===== src/rtl/mecanismo_puertas.sv =====
// Door mechanism model and driver for the elevator car.
// It turns the controller's open/close command into door motion. It reports
// the door state, the open-dwell timeout and the opening position. An
// obstruction while closing sends the doors back open.
//
// state    | meaning
// ---------+-------------------------------------------------
// CERRADA  | doors fully closed, waiting for an open command
// ABIERTA  | doors fully open, dwell timer running
// CERRANDO | doors moving towards closed, position counts down
// ABRIENDO | doors moving towards open, position counts up
module mecanismo_puertas #(
    parameter int T_RECORRIDO = 4,
    parameter int T_ESPERA    = 6,
    parameter int ANCHO_CNT   = 8
) (
    input  logic                 clk,
    input  logic                 reset,
    input  logic [1:0]           orden,
    input  logic                 trabajando,
    input  logic                 obstruccion,
    output logic [1:0]           puertas,
    output logic                 timeout,
    output logic [ANCHO_CNT-1:0] posicion,
    output logic                 en_movimiento,
    output logic [3:0]           reaperturas
);

    // The state code is the puertas output itself.
    typedef enum logic [1:0] {
        CERRADA  = 2'b00,
        ABIERTA  = 2'b01,
        CERRANDO = 2'b10,
        ABRIENDO = 2'b11
    } estado_t;

    localparam logic [ANCHO_CNT-1:0] RECORRIDO_C = ANCHO_CNT'(T_RECORRIDO);
    localparam logic [ANCHO_CNT-1:0] ESPERA_C    = ANCHO_CNT'(T_ESPERA);
    localparam logic [ANCHO_CNT-1:0] CERO_C      = '0;
    localparam logic [ANCHO_CNT-1:0] UNO_C       = ANCHO_CNT'(1);

    estado_t              estado_q, estado_d;
    logic [ANCHO_CNT-1:0] posicion_q, posicion_d;
    logic [ANCHO_CNT-1:0] dwell_q, dwell_d;
    logic                 timeout_q, timeout_d;
    logic [3:0]           reaperturas_q, reaperturas_d;

    logic                 cmd_abrir;
    logic                 cmd_cerrar;

    assign cmd_abrir  = trabajando && (orden == 2'b01);
    assign cmd_cerrar = trabajando && (orden == 2'b10);

    // State and counter registers; reset abandons any travel in progress.
    always_ff @(posedge clk or posedge reset) begin
        if (reset) begin
            estado_q      <= CERRADA;
            posicion_q    <= '0;
            dwell_q       <= '0;
            timeout_q     <= 1'b0;
            reaperturas_q <= '0;
        end else begin
            estado_q      <= estado_d;
            posicion_q    <= posicion_d;
            dwell_q       <= dwell_d;
            timeout_q     <= timeout_d;
            reaperturas_q <= reaperturas_d;
        end
    end

    // Next-state, position, dwell and reversal-count logic.
    always_comb begin
        estado_d      = estado_q;
        posicion_d    = posicion_q;
        dwell_d       = '0;
        timeout_d     = 1'b0;
        reaperturas_d = reaperturas_q;

        case (estado_q)
            CERRADA: begin
                if (cmd_abrir) begin
                    estado_d = ABRIENDO;
                end
            end

            ABRIENDO: begin
                // Clamp at full travel. A reversal taken at the fully open
                // position must not step past it.
                if (posicion_q >= RECORRIDO_C) begin
                    posicion_d = RECORRIDO_C;
                end else begin
                    posicion_d = posicion_q + UNO_C;
                end
                if (posicion_d == RECORRIDO_C) begin
                    estado_d = ABIERTA;
                end
            end

            ABIERTA: begin
                if (cmd_cerrar && !obstruccion) begin
                    estado_d = CERRANDO;
                end else if (cmd_abrir) begin
                    dwell_d = '0;
                end else begin
                    // A close command refused because of an obstruction
                    // lets the dwell run on as if no command came in.
                    if (dwell_q < ESPERA_C) begin
                        dwell_d = dwell_q + UNO_C;
                    end else begin
                        dwell_d = ESPERA_C;
                    end
                    timeout_d = (dwell_d >= ESPERA_C);
                end
            end

            CERRANDO: begin
                if (obstruccion || cmd_abrir) begin
                    estado_d = ABRIENDO;
                    if (obstruccion && (reaperturas_q != 4'hF)) begin
                        reaperturas_d = reaperturas_q + 4'd1;
                    end
                end else if (posicion_q <= UNO_C) begin
                    posicion_d = CERO_C;
                    estado_d   = CERRADA;
                end else begin
                    posicion_d = posicion_q - UNO_C;
                end
            end

            default: begin
                estado_d   = CERRADA;
                posicion_d = CERO_C;
            end
        endcase
    end

    assign puertas       = estado_q;
    assign en_movimiento = estado_q[1];
    assign posicion      = posicion_q;
    assign timeout       = timeout_q;
    assign reaperturas   = reaperturas_q;

endmodule


===== config.mk =====
export PLATFORM = sky130hd
export DESIGN_NAME = mecanismo_puertas
export DESIGN_NICKNAME = d
export VERILOG_FILES = /design/src/rtl/mecanismo_puertas.sv
export SDC_FILE = /design/constraint.sdc
export NUM_CORES = 1
export LEC_CHECK = 0
export ABC_AREA = 1
export CELL_PAD_IN_SITES_DETAIL_PLACEMENT = 0
export CELL_PAD_IN_SITES_GLOBAL_PLACEMENT = 1
export CORE_AREA = 2 2 64 66
export DETAILED_ROUTE_END_ITERATION = 10
export DIE_AREA = 0 0 66 68
export HOLD_SLACK_MARGIN = 0.1
export PLACE_DENSITY = 0.74
export SLEW_MARGIN = 20
export SYNTH_ARGS = -nofsm -noshare
export SYNTH_HDL_FRONTEND = slang
export SYNTH_SLANG_ARGS = --single-unit

===== constraint.sdc =====
create_clock -name clk -period 1.4 [get_ports clk]
set_input_delay 0.21 -clock clk [delete_from_list [all_inputs] [get_ports clk]]
set_output_delay 0.21 -clock clk [all_outputs]
set_load 0.02 [all_outputs]

==> results of run 1 <==
==> per-layer routing <==
layer,part of all wire,up-vias,track usage
li1,-,562,-
met1,0.45,508,0.158
met2,0.51,15,0.227
met3,0.029,2,0.0197
met4,0.0070,0,0.0306
met5,0,-,0
==> critical path: stages, from the launching register on <==
cell and delay, ns:
dfrtp_2 0.45, buf_4 0.16, clkdlybuf4s15_1 0.28
==> layout by cell type, fill, tap and decap left out, types with 6 or more instances in the layout <==
cell type and count:
nand2_1 31, inv_1 20, dfrtp_1 19, nand3_1 15, nor2_1 15, dlygate4sd2_1 14
buf_4 13, inv_2 6
==> worst paths after layout <==
check	startpoint	endpoint	slack, ns	cells past startpoint
max	posicion[0]	posicion[0]	0.04	2
min	reset	posicion[7]	0.28	3
max reg2reg	posicion[0]	posicion[1]	0.04	9
min reg2reg	dwell_q[0]	dwell_q[0]	0.44	1
max in group asynchronous	reset	posicion[0]	0.87	3
min in group clk	dwell_q[0]	dwell_q[0]	0.44	1
==> cells by family (layout without fill, tap and decap cells) <==
kind of cell,Yosys count,after routing,synth area share
DFF,23,23,0.444
and+or+nand+nor,76,76,0.271
AOI/OAI and AO/OA,10,10,0.0493
muxes,2,2,0.0174
xor gates and xnor gates,9,9,0.0609
adders and majority gates,6,6,0.0580
buffers and inverters,28,64,0.0966
other,1,5,0.00290
==> sequential cells by signal, summed over array words and instances, names as in the netlist <==
register	flops
dwell_q	8
posicion	8
puertas	2
reaperturas	4
timeout	1
==> final cells by class <==
class	instances	share of cell area
clock buffers	3	0.0240
clock inverters	1	0.00291
inverters	26	0.0567
multi-input cells	108	0.373
flip-flops and latches	23	0.337
well taps	50	0.0363
repair buffers	34	0.170
==> power groups by stage <==
| stage | registers [mW] | logic (mW) | clock network (mW) |
|---|---|---|---|
| 5_1_grt | 1.21 | 2.97 | 0.454 |
| 2_1_floorplan | 1.43 | 1.47 | 0 |
| 3_5_place_dp | 1.18 | 2.63 | 0 |
| 6_report | 1.16 | 2.65 | 0.413 |
| 3_3_place_gp | 1.17 | 2.58 | 0 |
| 4_1_cts | 1.17 | 2.58 | 0.429 |
==> timing repair <==
item / 4_1_cts / 5_1_grt
pin swaps: 6 / 7
endpoints found under the setup margin: 22 / 13
setup buffers: 0 / 3
resized for setup: 26 / 7
==> reports/summary.txt, run 1 <==
synth unique cells - 27
FMAX - 733 MHz
Num CTS Buffers - 3
cell with the most instances after synthesis - nand2_1
largest net degree at the start of global routing - 24
ys async rst share - 1.00
initial antenna violation count - 0
vias - 1,087
worst skew pair latency - 0.26 ns
Syn Area/Cell - 8.35 um2
Area Growth Syn to Fin - 32.9%
Synth top area share - 0.444
Finished Cell Area - 0.00172 mm2
clk buf depth - 2
routed vias/inst - 4.44
gr ovfl total - 0
antenna viol nets, final - 0
CTS Hold Bufs - 0
Post-synth EDFFs - 0
Initial Util - 0.336
Reg area - 581 um2
Die Footprint - 0.00449 mm2
Multi-input gate area - 642 um2
Slew Viols, Final - 0
post-synth top area cell - dfrtp_1
synth cell count leaders - nand2_1, inv_1, dfrtp_1
RSZ-0062 raised after global routing - true
crit path DAT - 1.15 ns
fillers - 390
fin cells - 245
switching pwr - 2.01 mW
share of cells above drive strength 1 - 0.215
Max Cap Viol - 0
vias in the first global route - 1,035
post-layout util - 0.446
Leak - 0.918 nW
input/output buffers - 21
Total Power - 4.23 mW
Tmin final - 1.36 ns
CORE AREA - 0.00386 mm2
Inserted Diodes - 0
FP Rows - 23
placed cells - 238
drt pass-1 iters - 2
Die X - 66 um
Peak VDD IR - 1050 uV
first-pass GRT wire length - 4.36 mm
Crit Path Max Fanout - 4
placed cell area - 0.00163 mm2
Setup crit end kind - output pin
CP required - 1.19 ns
initial DRC count - 11
Total Wirelength - 2.56 mm
Int Pwr - 2.22 mW
Worst Setup Path Type - flip-flop to output pin
sequential power share - 0.275
Synth Register Bits - 23
final setup vio count - 0
HP Class - primary input to async pin
clk slew on worst S/H paths - 0.09 ns
WHS - 0.283 ns
Die Height - 68 um
Comb pwr share - 0.627
register area share after synthesis - 0.444
Total Routing Usage GR - 0.126
dpl ws - -0.118 ns
GP Congestion - 0.804
CTS tree - yes
Sw Share - 0.475
Sinks on Clock Net - 23
Clk pwr share - 0.098
Synth area leaders - dfrtp_1, nand2_1, inv_1, nand3_1, ha_1
crit share post-route - 0.974
IO Pins - 22
CTS root buf - clkbuf_8
fin worst setup slack - 0.0365 ns
htree depth - 1
Startpoint Class - flip-flop
Hold Vio Cnt, Final - 0
fin nets - 208
Mapped Cells - 155
Post-Syn Area - 0.00129 mm2
status - finished clean
pwr/cell area - 2450 mW/mm2
dominant synthesized flop cell - dfrtp_1
Yosys warnings - 0
clock skew - 0.00462 ns
WL per Instance - 10.4 um
HPWL after DPL - 2.02 mm
setup tns final - 0 ns
drt drc - 0
(Power assumes the default switching activity.)
==> inputs of run 2 (changes only) <==
--- a/config.mk
+++ b/config.mk
@@ -11,6 +11,7 @@
 export CORE_AREA = 2 2 64 66
 export DETAILED_ROUTE_END_ITERATION = 10
 export DIE_AREA = 0 0 66 68
+export GPL_TIMING_DRIVEN = 0
 export HOLD_SLACK_MARGIN = 0.1
 export PLACE_DENSITY = 0.74
 export SLEW_MARGIN = 20
==> run 2 against run 1 <==
Net effect:
- critical path depth grew 8
- power grew 3.2%
- cell area grew 2.2%
- clock skew shrank 0.0023 ns
- via count shrank 0.74%
- wire length shrank 0.20%
- global-route usage shrank 0.21 points
- flip-flop and latch count is the same
- utilization grew 0.97 points
- register-to-register slack is essentially flat
- first-iteration DRC count grew 150%
- maximum frequency shrank 0.13%
- largest power group unchanged
==> reports/summary.txt, run 2 (synthesis gave the netlist of run 1 again) <==
status - finished clean (unchanged)
post-layout util - 0.456 (was 0.446)
input/output buffers - 21 (unchanged)
Worst Setup Path Type - flip-flop to flip-flop (was flip-flop to output pin)
Startpoint Class - flip-flop (unchanged)
HPWL after DPL - 1.88 mm (was 2.02 mm)
GRT met2 Usage - 0.227 (unchanged)
drt drc - 0 (unchanged)
initial DRC count - 27 (was 11)
Finished Cell Area - 0.00176 mm2 (was 0.00172 mm2)
CP most frequent cell - nand2_1
antenna viol nets, final - 0 (unchanged)
M1 GR Usage - 0.156 (was 0.158)
routed vias/inst - 4.46 (was 4.44)
Die Height - 68 um (unchanged)
drt pass-1 iters - 5 (was 2)
share of cells above drive strength 1 - 0.234 (was 0.215)
Num CTS Buffers - 3 (unchanged)
CP max-delay cell - dfrtp_2 (unchanged)
Setup crit end kind - flip-flop (was output pin)
worst-path cell chain - inv_4 > ha_4 > inv_2 > nand2_1 > nand4_1 > buf_4 > nand3_2 > nand2_1 > nand2_1 > nand2_1 (was buf_4 > clkdlybuf4s15_1)
critical path's largest stage delay - 0.44 ns (was 0.45 ns)
Sinks on Clock Net - 23 (unchanged)
Die Footprint - 0.00449 mm2 (unchanged)
busiest grt layer - met2 (unchanged)
pin slew with the least headroom to its limit - 0.867 ns
commonest non-fill, non-tap cell in the layout - nand2_1 (unchanged)
Crit Path Max Fanout - 4 (unchanged)
Total Routing Usage GR - 0.124 (was 0.126)
Area Growth Syn to Fin - 35.8% (was 32.9%)
CTS tree - yes (unchanged)
most frequent cells in the layout - nand2_1, inv_1, dfrtp_1, nor2_1, dlygate4sd2_1 (was nand2_1, inv_1, dfrtp_1, nand3_1, nor2_1)
Hold Vio Cnt, Final - 0 (unchanged)
fin cells - 242 (was 245)
Initial Util - 0.336 (unchanged)
clock skew - 0.00229 ns (was 0.00462 ns)
CTS Hold Bufs - 0 (unchanged)
FP Rows - 23 (unchanged)
Total Power - 4.36 mW (was 4.23 mW)
fin nets - 205 (was 208)
first-pass GRT wire length - 4.31 mm (was 4.36 mm)
WL per Instance - 10.5 um (was 10.4 um)
CORE AREA - 0.00386 mm2 (unchanged)
Inserted Diodes - 0 (unchanged)
vias in the first global route - 1,026 (was 1,035)
FMAX - 732 MHz (was 733 MHz)
GP Congestion - 0.762 (was 0.804)
Slew Viols, Final - 0 (unchanged)
Leak - 0.906 nW (was 0.918 nW)
Peak VDD IR - 984 uV (was 1050 uV)
crit path DAT - 1.53 ns (was 1.15 ns)
IO Pins - 22 (unchanged)
fillers - 388 (was 390)
CP required - 1.56 ns (was 1.19 ns)
Tmin final - 1.37 ns (was 1.36 ns)
Total Wirelength - 2.55 mm (was 2.56 mm)
setup tns final - 0 ns (unchanged)
met3 Usage GRT - 0.0148 (was 0.0197)
clk slew on worst S/H paths - 0.09 ns (about the same)
crit share post-route - 0.975 (was 0.974)
RSZ-0062 raised after global routing - true (unchanged)
initial antenna violation count - 0 (unchanged)
Slew HR - 0.421
worst skew pair latency - 0.26 ns (about the same)
gr ovfl total - 0 (unchanged)
final setup vio count - 0 (unchanged)
vias - 1,079 (was 1,087)
htree depth - 1 (unchanged)
Max Cap Viol - 0 (unchanged)
largest net degree at the start of global routing - 24 (unchanged)
placed cells - 230 (was 238)
pwr/cell area - 2480 mW/mm2 (was 2450 mW/mm2)
HP Class - primary input to async pin (unchanged)
placed cell area - 0.00159 mm2 (was 0.00163 mm2)
Die X - 66 um (unchanged)
clk buf depth - 2 (unchanged)
CTS root buf - clkbuf_8 (unchanged)
[run 2: changes by cell type in the layout (fill, tap and decap cells not counted), moves of 2 or more]
cell / before / now
buf_4: 13 / 8
dlygate4sd2_1: 14 / 16
nand3_1: 15 / 10
nand3_2: 2 / 7
nor2_2: 4 / 2
[run 2: path summary, 6_finish.rpt]
kind | from | endpoint | slack [ns] | depth (start not counted)
min in group clk | dwell_q[0] | dwell_q[0] | 0.44 | 1
max in group asynchronous | reset | puertas[1] | 0.38 | 2
min reg2reg | dwell_q[0] | dwell_q[0] | 0.44 | 1
max reg2reg | posicion[1] | posicion[2] | 0.03 | 10
min | reset | posicion[7] | 0.43 | 2
max | posicion[1] | posicion[2] | 0.03 | 10
[run 2: report_power, final]
part	internal, mW	total (mW)	switching, mW
Combinational	1.14	2.74	1.60
Sequential	0.925	1.20	0.274
Clock	0.199	0.419	0.221
Total	2.27	4.36	2.09
[run 2: final cells by class]
| type | instances | area (um2) | area share |
|---|---|---|---|
| flip-flops and latches | 23 | 581 | 0.330 |
| clock inverters | 1 | 5.00 | 0.00284 |
| inverters | 26 | 100 | 0.0569 |
| well taps | 50 | 62.6 | 0.0356 |
| repair buffers | 29 | 254 | 0.144 |
| multi-input cells | 108 | 688 | 0.391 |
| clock buffers | 3 | 41.3 | 0.0235 |
| plain buffers | 2 | 27.5 | 0.0156 |
[run 2: worst max-delay path: cells and delay by family (launching register included)]
family	cells	cell delay (ns)
flip-flops	1	0.44
AND/OR/NAND/NOR	6	0.37
buffers and inverters	3	0.30
adder cells (fa/ha/maj)	1	0.15
[run 2: routing by layer]
layer,share of wire,routed length [um],up-vias
li1,-,-,555
met1,0.47,1200,505
met2,0.50,1270,17
met3,0.029,73,2
met4,0.0047,12,0
met5,0,0,-
[run 2: what timing repair did]
item | 4_1_cts | 5_1_grt
setup buffers | 5 | 3
resized for setup | 26 | 16
setup endpoints to repair | 25 | 13
pin swaps | 1 | 5
[run 2: metrics by stage]
step / setup WS [ns] / hold WS [ns]
6_report: 0.0347 / 0.431
5_1_grt: -0.0720 / 0.469
4_1_cts: 0.00140 / 0.439
3_5_place_dp: -0.161 / 0.427
3_3_place_gp: -0.157 / 0.417
2_1_floorplan: 0.00694 / 0.212
